--- config.mk ---
export PLATFORM = sky130hd
export DESIGN_NAME = product_bcd_flat
export DESIGN_NICKNAME = d
export VERILOG_FILES = /design/src/rtl/product_bcd_if.sv /design/src/rtl/product_bcd.sv /design/src/flat_wrapper.sv
export SDC_FILE = /design/constraint.sdc
export NUM_CORES = 1
export LEC_CHECK = 0
export ABC_AREA = 1
export BUFFER_PORTS_ARGS = -buffer_cell sky130_fd_sc_hd__buf_2
export CAP_MARGIN = 25
export CORE_ASPECT_RATIO = 1.5
export CORE_MARGIN = 5
export CORE_UTILIZATION = 60
export CTS_CLUSTER_SIZE = 30
export DETAILED_ROUTE_END_ITERATION = 8
export PLACE_DENSITY_LB_ADDON = 0.3
export SYNTH_ARGS = -nofsm -noshare
export SYNTH_HDL_FRONTEND = slang
export SYNTH_SLANG_ARGS = --single-unit
--- constraint.sdc ---
create_clock -name clk -period 2.8 [get_ports clk]
set_input_delay 0.42 -clock clk [delete_from_list [all_inputs] [get_ports clk]]
set_output_delay 0.42 -clock clk [all_outputs]
set_load 0.05 [all_outputs]
--- src/rtl/product_bcd_if.sv ---
// Handshake and result bundle between the Booth product source and the BCD converter.
// Master drives start/bin; slave returns busy/done and the registered sign + BCD digits.
interface product_bcd_if;
   logic       start;
   logic [7:0] bin;
   logic       busy;
   logic       done;
   logic       sign;
   logic [3:0] hundreds;
   logic [3:0] tens;
   logic [3:0] ones;

   modport master (
      output start,
      output bin,
      input  busy,
      input  done,
      input  sign,
      input  hundreds,
      input  tens,
      input  ones
   );

   modport slave (
      input  start,
      input  bin,
      output busy,
      output done,
      output sign,
      output hundreds,
      output tens,
      output ones
   );
endinterface

--- src/rtl/product_bcd.sv ---
// Signed 8-bit to sign + 3-digit BCD via double dabble, one bit per clock; done 8 edges after start.
// start is only honoured in IDLE (no queueing); results hold until the next conversion completes.
module product_bcd (
   input  logic         clk,
   input  logic         rst,
   product_bcd_if.slave bus
);

   typedef enum logic [1:0] {
      IDLE  = 2'd0,
      SHIFT = 2'd1,
      DONE  = 2'd2
   } state_t;

   state_t      state_q,    state_d;
   logic [7:0]  mag_q,      mag_d;
   logic [11:0] scratch_q,  scratch_d;
   logic [2:0]  count_q,    count_d;
   logic        sign_r_q,   sign_r_d;
   logic        busy_q,     busy_d;
   logic        done_q,     done_d;
   logic        sign_q,     sign_d;
   logic [3:0]  hundreds_q, hundreds_d;
   logic [3:0]  tens_q,     tens_d;
   logic [3:0]  ones_q,     ones_d;

   logic [11:0] adjusted;
   logic [19:0] shifted;

   function automatic logic [3:0] add3(input logic [3:0] digit);
      return (digit >= 4'd5) ? digit + 4'd3 : digit;
   endfunction

   // Magnitude never exceeds 128, so no digit reaches 10 before its adjust.
   always_comb begin
      adjusted = {add3(scratch_q[11:8]), add3(scratch_q[7:4]), add3(scratch_q[3:0])};
      shifted  = {adjusted, mag_q} << 1;
   end

   always_comb begin
      state_d    = state_q;
      mag_d      = mag_q;
      scratch_d  = scratch_q;
      count_d    = count_q;
      sign_r_d   = sign_r_q;
      sign_d     = sign_q;
      hundreds_d = hundreds_q;
      tens_d     = tens_q;
      ones_d     = ones_q;

      unique case (state_q)
         IDLE: begin
            if (bus.start) begin
               sign_r_d  = bus.bin[7];
               // 8-bit negate equals the 9-bit negate truncated: -128 maps to 128.
               mag_d     = bus.bin[7] ? (8'd0 - bus.bin) : bus.bin;
               scratch_d = 12'd0;
               count_d   = 3'd0;
               state_d   = SHIFT;
            end
         end
         SHIFT: begin
            scratch_d = shifted[19:8];
            mag_d     = shifted[7:0];
            count_d   = count_q + 3'd1;
            if (count_q == 3'd7) begin
               sign_d     = sign_r_q;
               hundreds_d = shifted[19:16];
               tens_d     = shifted[15:12];
               ones_d     = shifted[11:8];
               state_d    = DONE;
            end
         end
         DONE: begin
            state_d = IDLE;
         end
         default: begin
            state_d = IDLE;
         end
      endcase

      busy_d = (state_d != IDLE);
      done_d = (state_d == DONE);
   end

   always_ff @(posedge clk or posedge rst) begin
      if (rst) begin
         state_q    <= IDLE;
         mag_q      <= 8'd0;
         scratch_q  <= 12'd0;
         count_q    <= 3'd0;
         sign_r_q   <= 1'b0;
         busy_q     <= 1'b0;
         done_q     <= 1'b0;
         sign_q     <= 1'b0;
         hundreds_q <= 4'd0;
         tens_q     <= 4'd0;
         ones_q     <= 4'd0;
      end else begin
         state_q    <= state_d;
         mag_q      <= mag_d;
         scratch_q  <= scratch_d;
         count_q    <= count_d;
         sign_r_q   <= sign_r_d;
         busy_q     <= busy_d;
         done_q     <= done_d;
         sign_q     <= sign_d;
         hundreds_q <= hundreds_d;
         tens_q     <= tens_d;
         ones_q     <= ones_d;
      end
   end

   assign bus.busy     = busy_q;
   assign bus.done     = done_q;
   assign bus.sign     = sign_q;
   assign bus.hundreds = hundreds_q;
   assign bus.tens     = tens_q;
   assign bus.ones     = ones_q;

endmodule

--- src/flat_wrapper.sv ---
// flat-port wrapper written by rule: the top's interface ports become plain ports
module product_bcd_flat 
  (clk, rst, bus_start, bus_bin, bus_busy, bus_done, bus_sign, bus_hundreds, bus_tens, bus_ones);
  product_bcd_if bus_i ();
  input  logic clk;
  input  logic rst;
  input wire logic [$bits(bus_i.start)-1:0] bus_start;
  input wire logic [$bits(bus_i.bin)-1:0] bus_bin;
  output wire logic [$bits(bus_i.busy)-1:0] bus_busy;
  output wire logic [$bits(bus_i.done)-1:0] bus_done;
  output wire logic [$bits(bus_i.sign)-1:0] bus_sign;
  output wire logic [$bits(bus_i.hundreds)-1:0] bus_hundreds;
  output wire logic [$bits(bus_i.tens)-1:0] bus_tens;
  output wire logic [$bits(bus_i.ones)-1:0] bus_ones;
  assign bus_i.start = bus_start;
  assign bus_i.bin = bus_bin;
  assign bus_busy = bus_i.busy;
  assign bus_done = bus_i.done;
  assign bus_sign = bus_i.sign;
  assign bus_hundreds = bus_i.hundreds;
  assign bus_tens = bus_i.tens;
  assign bus_ones = bus_i.ones;
  product_bcd u_core (.clk(clk), .rst(rst), .bus(bus_i));
endmodule
; Word level (Yosys, flattened, before mapping)
; Cells that the tools add are included.
[word_totals]
register_bits = 41
output_inout_bits = 15
elab_cells = 42
[classes]
addsub = 5
n_lt_le_gt_ge = 3
eq_ne = 4
mux = 13
reduce_logical = 6
[op_table]
columns = cell, count
row1 = one-hot mux 12 bit (2 select lines), 1
row2 = two-way mux 8 bit, 2
row3 = one-hot mux 8 bit (2 select lines), 1
row4 = >= comparator 4 x 3 -> 1 bit (second input constant), 3
row5 = two-way mux 12 bit, 1
row6 = adder 4 x 2 -> 4 bit (second input constant), 2
row7 = two-way mux 4 bit, 2
row8 = subtractor 1 x 8 -> 8 bit (first input constant), 1
row9 = two-way mux 3 bit, 2
row10 = one-hot mux 3 bit (2 select lines), 1
row11 = AND reduction 2 bit, 3
row12 = two-way mux 2 bit, 2
row13 = one-hot mux 2 bit (2 select lines), 1
row14 = nonzero test 2 bit, 2
row15 = adder 3 x 1 -> 3 bit (second input constant), 1
row16 = adder 3 x 2 -> 3 bit (second input constant), 1
row17 = equality test 3 bit (second input constant), 1
row18 = equality test 2 x 1 -> 1 bit (second input constant), 1
row19 = equality test 2 bit (second input constant), 1
row20 = zero test 2 bit, 1
row21 = inequality test 2 bit (second input constant), 1

; Depth between registers and ports, before layout
[depth]
word_depth = 4
depth_mapped = 9
mapped_depth_nobuf = 9

; Worst setup path before layout
; OpenSTA, ideal clock, no wires.
[synth_path]
kind = register to register
start = register u_core.count_q[0]
end = register u_core.ones_q[2], in the netlist u_core.bus.ones[2]
setup_time_ps = 83
arrival_time_ps = 1291
required_ps = 2717
slack_ps = 1427
stages_incl_launch_ff = 9
path_cell_list = dfrtp_1 > ha_1 > ha_1 > inv_1 > nor2_4 > inv_1 > buf_2 > nand2_1 > o21ai_0
[synth_via]
elab_chain_cells = 2
[synth_lines]
columns = item, line_no
row1 = "start, declared", product_bcd.sv:18  ; logic [2:0] count_q, count_d;
row2 = "start signal, assigned", product_bcd.sv:103  ; count_q <= count_d;
row3 = equality test 3 bit, product_bcd.sv:66  ; if (count_q == 3'd7) begin
row4 = AND reduction 2 bit (no line), --
row5 = "end signal, assigned", product_bcd.sv:110  ; ones_q <= ones_d;
row6 = "end, declared", product_bcd.sv:25  ; logic [3:0] ones_q, ones_d;
; No other way between the ends.
; A chain may end at the register's enable or synchronous reset.

; Worst setup path after layout
; Same ends and word-level chain as after synthesis.

==> impl_table.tex <==
\begin{tabular}{lr}
\hline
Metric & Value \\
\hline
\multicolumn{2}{l}{\textbf{Global routing}} \\
Pin count of the biggest net entering global routing & between 40 and 50 \\
Total congestion overflow & 0 \\
Antenna violations before repair & 0 \\
Overall Global Routing Usage & between 10\% and 20\% \\
Number of global-route vias before repair & 1507 \\
Wire length of the first global-routing pass & approximately 6.6 mm \\
\multicolumn{2}{l}{\textbf{Drt}} \\
Detailed-router iteration count before antenna repair & 4 \\
First DRT Iteration DRCs & just under 50 \\
Final antenna-violating net count & 0 \\
Final routed DRC violation total & 0 \\
Post-DR wirelength/cell & $\sim$12 µm \\
Detail-routed via count per cell & 5.231 \\
Post-detailed-routing wire length & 3.756 mm \\
Detailed-route via count & about 1600 \\
\multicolumn{2}{l}{\textbf{STA}} \\
Worst hold margin & approximately 0.25 ns \\
Headroom to the max-slew limit & approximately 63\% \\
Maximum clock rate & between 0.5 and 0.6 GHz \\
Actual transition at the worst max-transition pin & approximately 0.55 ns \\
Setup Skew & approximately 0.0024 ns \\
Post-layout minimum cycle time & 1.775 ns \\
Count of final setup violators & 0 \\
Unrepaired setup endpoints after global routing & no \\
Fraction of the cycle the final worst path needs & a little under two thirds \\
Number of endpoints with negative hold slack in the final report & 0 \\
Accumulated negative setup slack & 0 ns \\
Final max-slew violation count & 0 \\
\multicolumn{2}{l}{\textbf{Place}} \\
Cell Area, Placed & between 2000 and 2500 µm² \\
Routability Congestion & slightly below 0.8 \\
Number of I/O port buffers & 25 \\
Dpl hpwl & roughly 2.7 mm \\
\multicolumn{2}{l}{\textbf{Worst setup path}} \\
Slowest CP cell & sky130\_fd\_sc\_hd\_\_inv\_1 \\
Largest stage delay on the critical path & 0.43 ns \\
Combined buffer and inverter count along the critical path & 2 \\
Cell-by-cell listing of the critical path & ha\_1 > ha\_1 > inv\_1 > nor2\_4 > inv\_1 > o21ai\_0 \\
Nature of the critical path startpoint & flip-flop \\
Gate family responsible for the most delay along the worst path & buffers and inverters \\
Required @ worst endpoint & around 3 ns \\
Reg2Reg Depth & 6 \\
Class of the most critical setup path & reg -> reg \\
Kind of end point of the critical path & flip-flop \\
Worst path depth & 6 \\
CP arrival & $\sim$1.9 ns \\
Maximum fanout count along the critical path & 21 \\
\multicolumn{2}{l}{\textbf{Floorplan}} \\
Initial core utilization & between 60\% and 70\% \\
DIE HEIGHT & slightly above 80 µm \\
Total core area & $\sim$3400 µm² \\
Number of rows in the core area & 26 \\
Num ports & 26 \\
Die Outline Area & 4662 µm² \\
Horizontal extent of the die & 57.44 µm \\
\multicolumn{2}{l}{\textbf{Status}} \\
Result of the run & finished, final reports clean \\
\multicolumn{2}{l}{\textbf{Power and ir drop}} \\
Switch share & between 40\% and 50\% \\
Comb pwr share & about 50\% \\
Sequential share of power & 36.1\% \\
Total leakage power & 0.001174 µW \\
Peak supply drop & around 0.66 mV \\
Overall power of the completed layout & 2814 µW \\
Switch Pwr & about 1300 µW \\
Share of power burned in the clock network & a little over an eighth \\
Power Density & around 1300 nW/µm² \\
Design internal power & around 1500 µW \\
\multicolumn{2}{l}{\textbf{Synthesis}} \\
Warnings, synthesis & 0 \\
Number of synthesized flops with an enable pin & 0 \\
Commonest cells in the synthesized netlist & sky130\_fd\_sc\_hd\_\_nand2\_1 (75), sky130\_fd\_sc\_hd\_\_dfrtp\_1 (41), sky130\_fd\_sc\_hd\_\_inv\_1 (28) \\
Most used DFF post-synth & sky130\_fd\_sc\_hd\_\_dfrtp\_1 \\
Synth Register Bits & 41 \\
Post-synthesis cell type count & 24 \\
Library cell with the largest summed area after synthesis & sky130\_fd\_sc\_hd\_\_dfrtp\_1 \\
Cell area after technology mapping & between 2000 and 2500 µm² \\
Top post-synthesis cells by area & sky130\_fd\_sc\_hd\_\_dfrtp\_1 (51\%), sky130\_fd\_sc\_hd\_\_nand2\_1 (14\%), sky130\_fd\_sc\_hd\_\_o21ai\_0 (6.2\%) \\
Synthesized area per cell & between 8 and 9 µm² \\
Net count after synthesis & approximately 260 \\
Post-synthesis async set-or-reset flop share & 100.0\% \\
Synthesized netlist cell count & between 200 and 250 \\
Register area share after synthesis & between 50\% and 60\% \\
Yosys top cell area share & between 50\% and 60\% \\
Most repeated cell in the gate-level netlist after synthesis & sky130\_fd\_sc\_hd\_\_nand2\_1 \\
\multicolumn{2}{l}{\textbf{Clock network}} \\
Post-CTS repair timing setup buffer count & 0 \\
Total of hold buffers inserted after clock tree synthesis & 0 \\
Buffers from clock root to sink, at most & 2 \\
Root Driver & sky130\_fd\_sc\_hd\_\_clkbuf\_8 \\
H-tree lvl count & 2 \\
Inserted Clock Buffers & 5 \\
TritonCTS clock tree & done \\
Sink Count & between 40 and 50 \\
Clock transition time at the flip-flop clock pins of the worst setup and hold paths & roughly 0.07 ns \\
Worst skew pair latency & approximately 0.28 ns \\
Cells resized by post-CTS repair & 0 \\
\multicolumn{2}{l}{\textbf{Final layout}} \\
Total inserted antenna cells & 0 \\
Final nets & approximately 290 \\
Signed area change from the synthesized netlist to the final layout & 10.38\% \\
Fraction of final layout cells with drive strength greater than 1 & 14.29\% \\
Final non-filler cell area & roughly 2200 µm² \\
\multicolumn{2}{l}{\textbf{Flow run}} \\
Max cap viols & 0 \\
\multicolumn{2}{l}{\textbf{Worst hold path}} \\
Type of the worst min-delay path & in -> async \\
\hline
\end{tabular}
[metrics by stage]
step / worst slack, ns / std cells / utilization, %
floorplan: 1.427 / 241 / -
global placement: 1.096 / 301 / 64.15
detailed placement: 1.025 / 301 / 64.15
CTS: 1.004 / 308 / 66.73
global route: 0.8307 / 308 / 66.73
finish: 1.025 / 308 / 66.73
[cell families (layout without fill, tap and decap cells)]
logic type      after synthesis  in the layout  share of synthesized area [%]
xor+xnor                      1              1                         0.4324
buf+inv                      38             63                          8.709
compound gates               55             55                          15.13
simple gates                 97             97                          19.52
flops                        41             41                          50.65
fa+ha+maj                     9              9                          5.559
[power by group through the flow]
stage	Combinational, µW	Sequential [µW]	Clock [µW]
after floorplan	833	1340	0
after global placement	1390	1020	0
after detailed placement	1420	1020	0
after CTS	1440	1010	394
after global routing	1610	1050	419
final	1420	1020	380
[area by class of cell]
type	count	area (µm²)
clock buffers	7	86.33
fillers	297	1115
inverters	30	115.1
multi-input cells	162	823.3
flip-flops and latches	41	1026
well taps	42	52.55
repair buffers	26	132.6
[sequential cells by signal (all words and copies together) (netlist names)]
register and flops:
u_core.bus.done 1, u_core.scratch_q 12, u_core.bus.tens 4, u_core.bus.ones 4
u_core.sign_r_q 1, u_core.bus.sign 1, u_core.bus.hundreds 4, u_core.mag_q 8
u_core.bus.busy 1, u_core.count_q 3, u_core.state_q 2
[cells in the final DEF, fill, tap and decap left out, drive strengths merged]
cell and count:
nand2 77, dfrtp 41, o21ai 37, inv 30, buf 26, nor2 10
nand3 9, ha 9, o22ai 8, clkbuf 7, a21oi 4, a22oi 2
a22o 2, o211ai 2, xnor2 1, nand4 1
[per-layer routing]
layer,global-route usage [%],vias to the layer above,wire [µm],part of all wire (%)
li1,-,833,-,-
met2,32.01,30,1989,53
met1,21.86,744,1570,42
met3,3.498,4,148,3.9
met5,0,-,0,0
met4,8.121,0,47,1.3
[worst paths after layout]
check / end / startpoint / slack [ns]
worst max-delay path: u_core.bus.ones[2]$_DFFE_PP0P_ / u_core.count_q[0]$_DFFE_PP0P_ / 1.03
worst min-delay path: u_core.scratch_q[5]$_DFFE_PP0P_ / rst / 0.25
worst max register to register: u_core.bus.ones[2]$_DFFE_PP0P_ / u_core.count_q[0]$_DFFE_PP0P_ / 1.03
worst min register to register: u_core.bus.sign$_DFFE_PP0P_ / u_core.bus.sign$_DFFE_PP0P_ / 0.47
max in group asynchronous: u_core.bus.ones[1]$_DFFE_PP0P_ / rst / 2.20
min in group clk: u_core.mag_q[2]$_DFFE_PP0P_ / bus_bin[2] / 0.44
[worst register-to-register path, cell delays in order, from the launching register on]
cell,delay [ns]
sky130_fd_sc_hd__dfrtp_1,0.40
sky130_fd_sc_hd__ha_1,0.20
sky130_fd_sc_hd__ha_1,0.19
sky130_fd_sc_hd__inv_1,0.15
sky130_fd_sc_hd__nor2_4,0.07
sky130_fd_sc_hd__inv_1,0.43
sky130_fd_sc_hd__o21ai_0,0.19
Note: power is estimated with default switching activity, not from simulation.
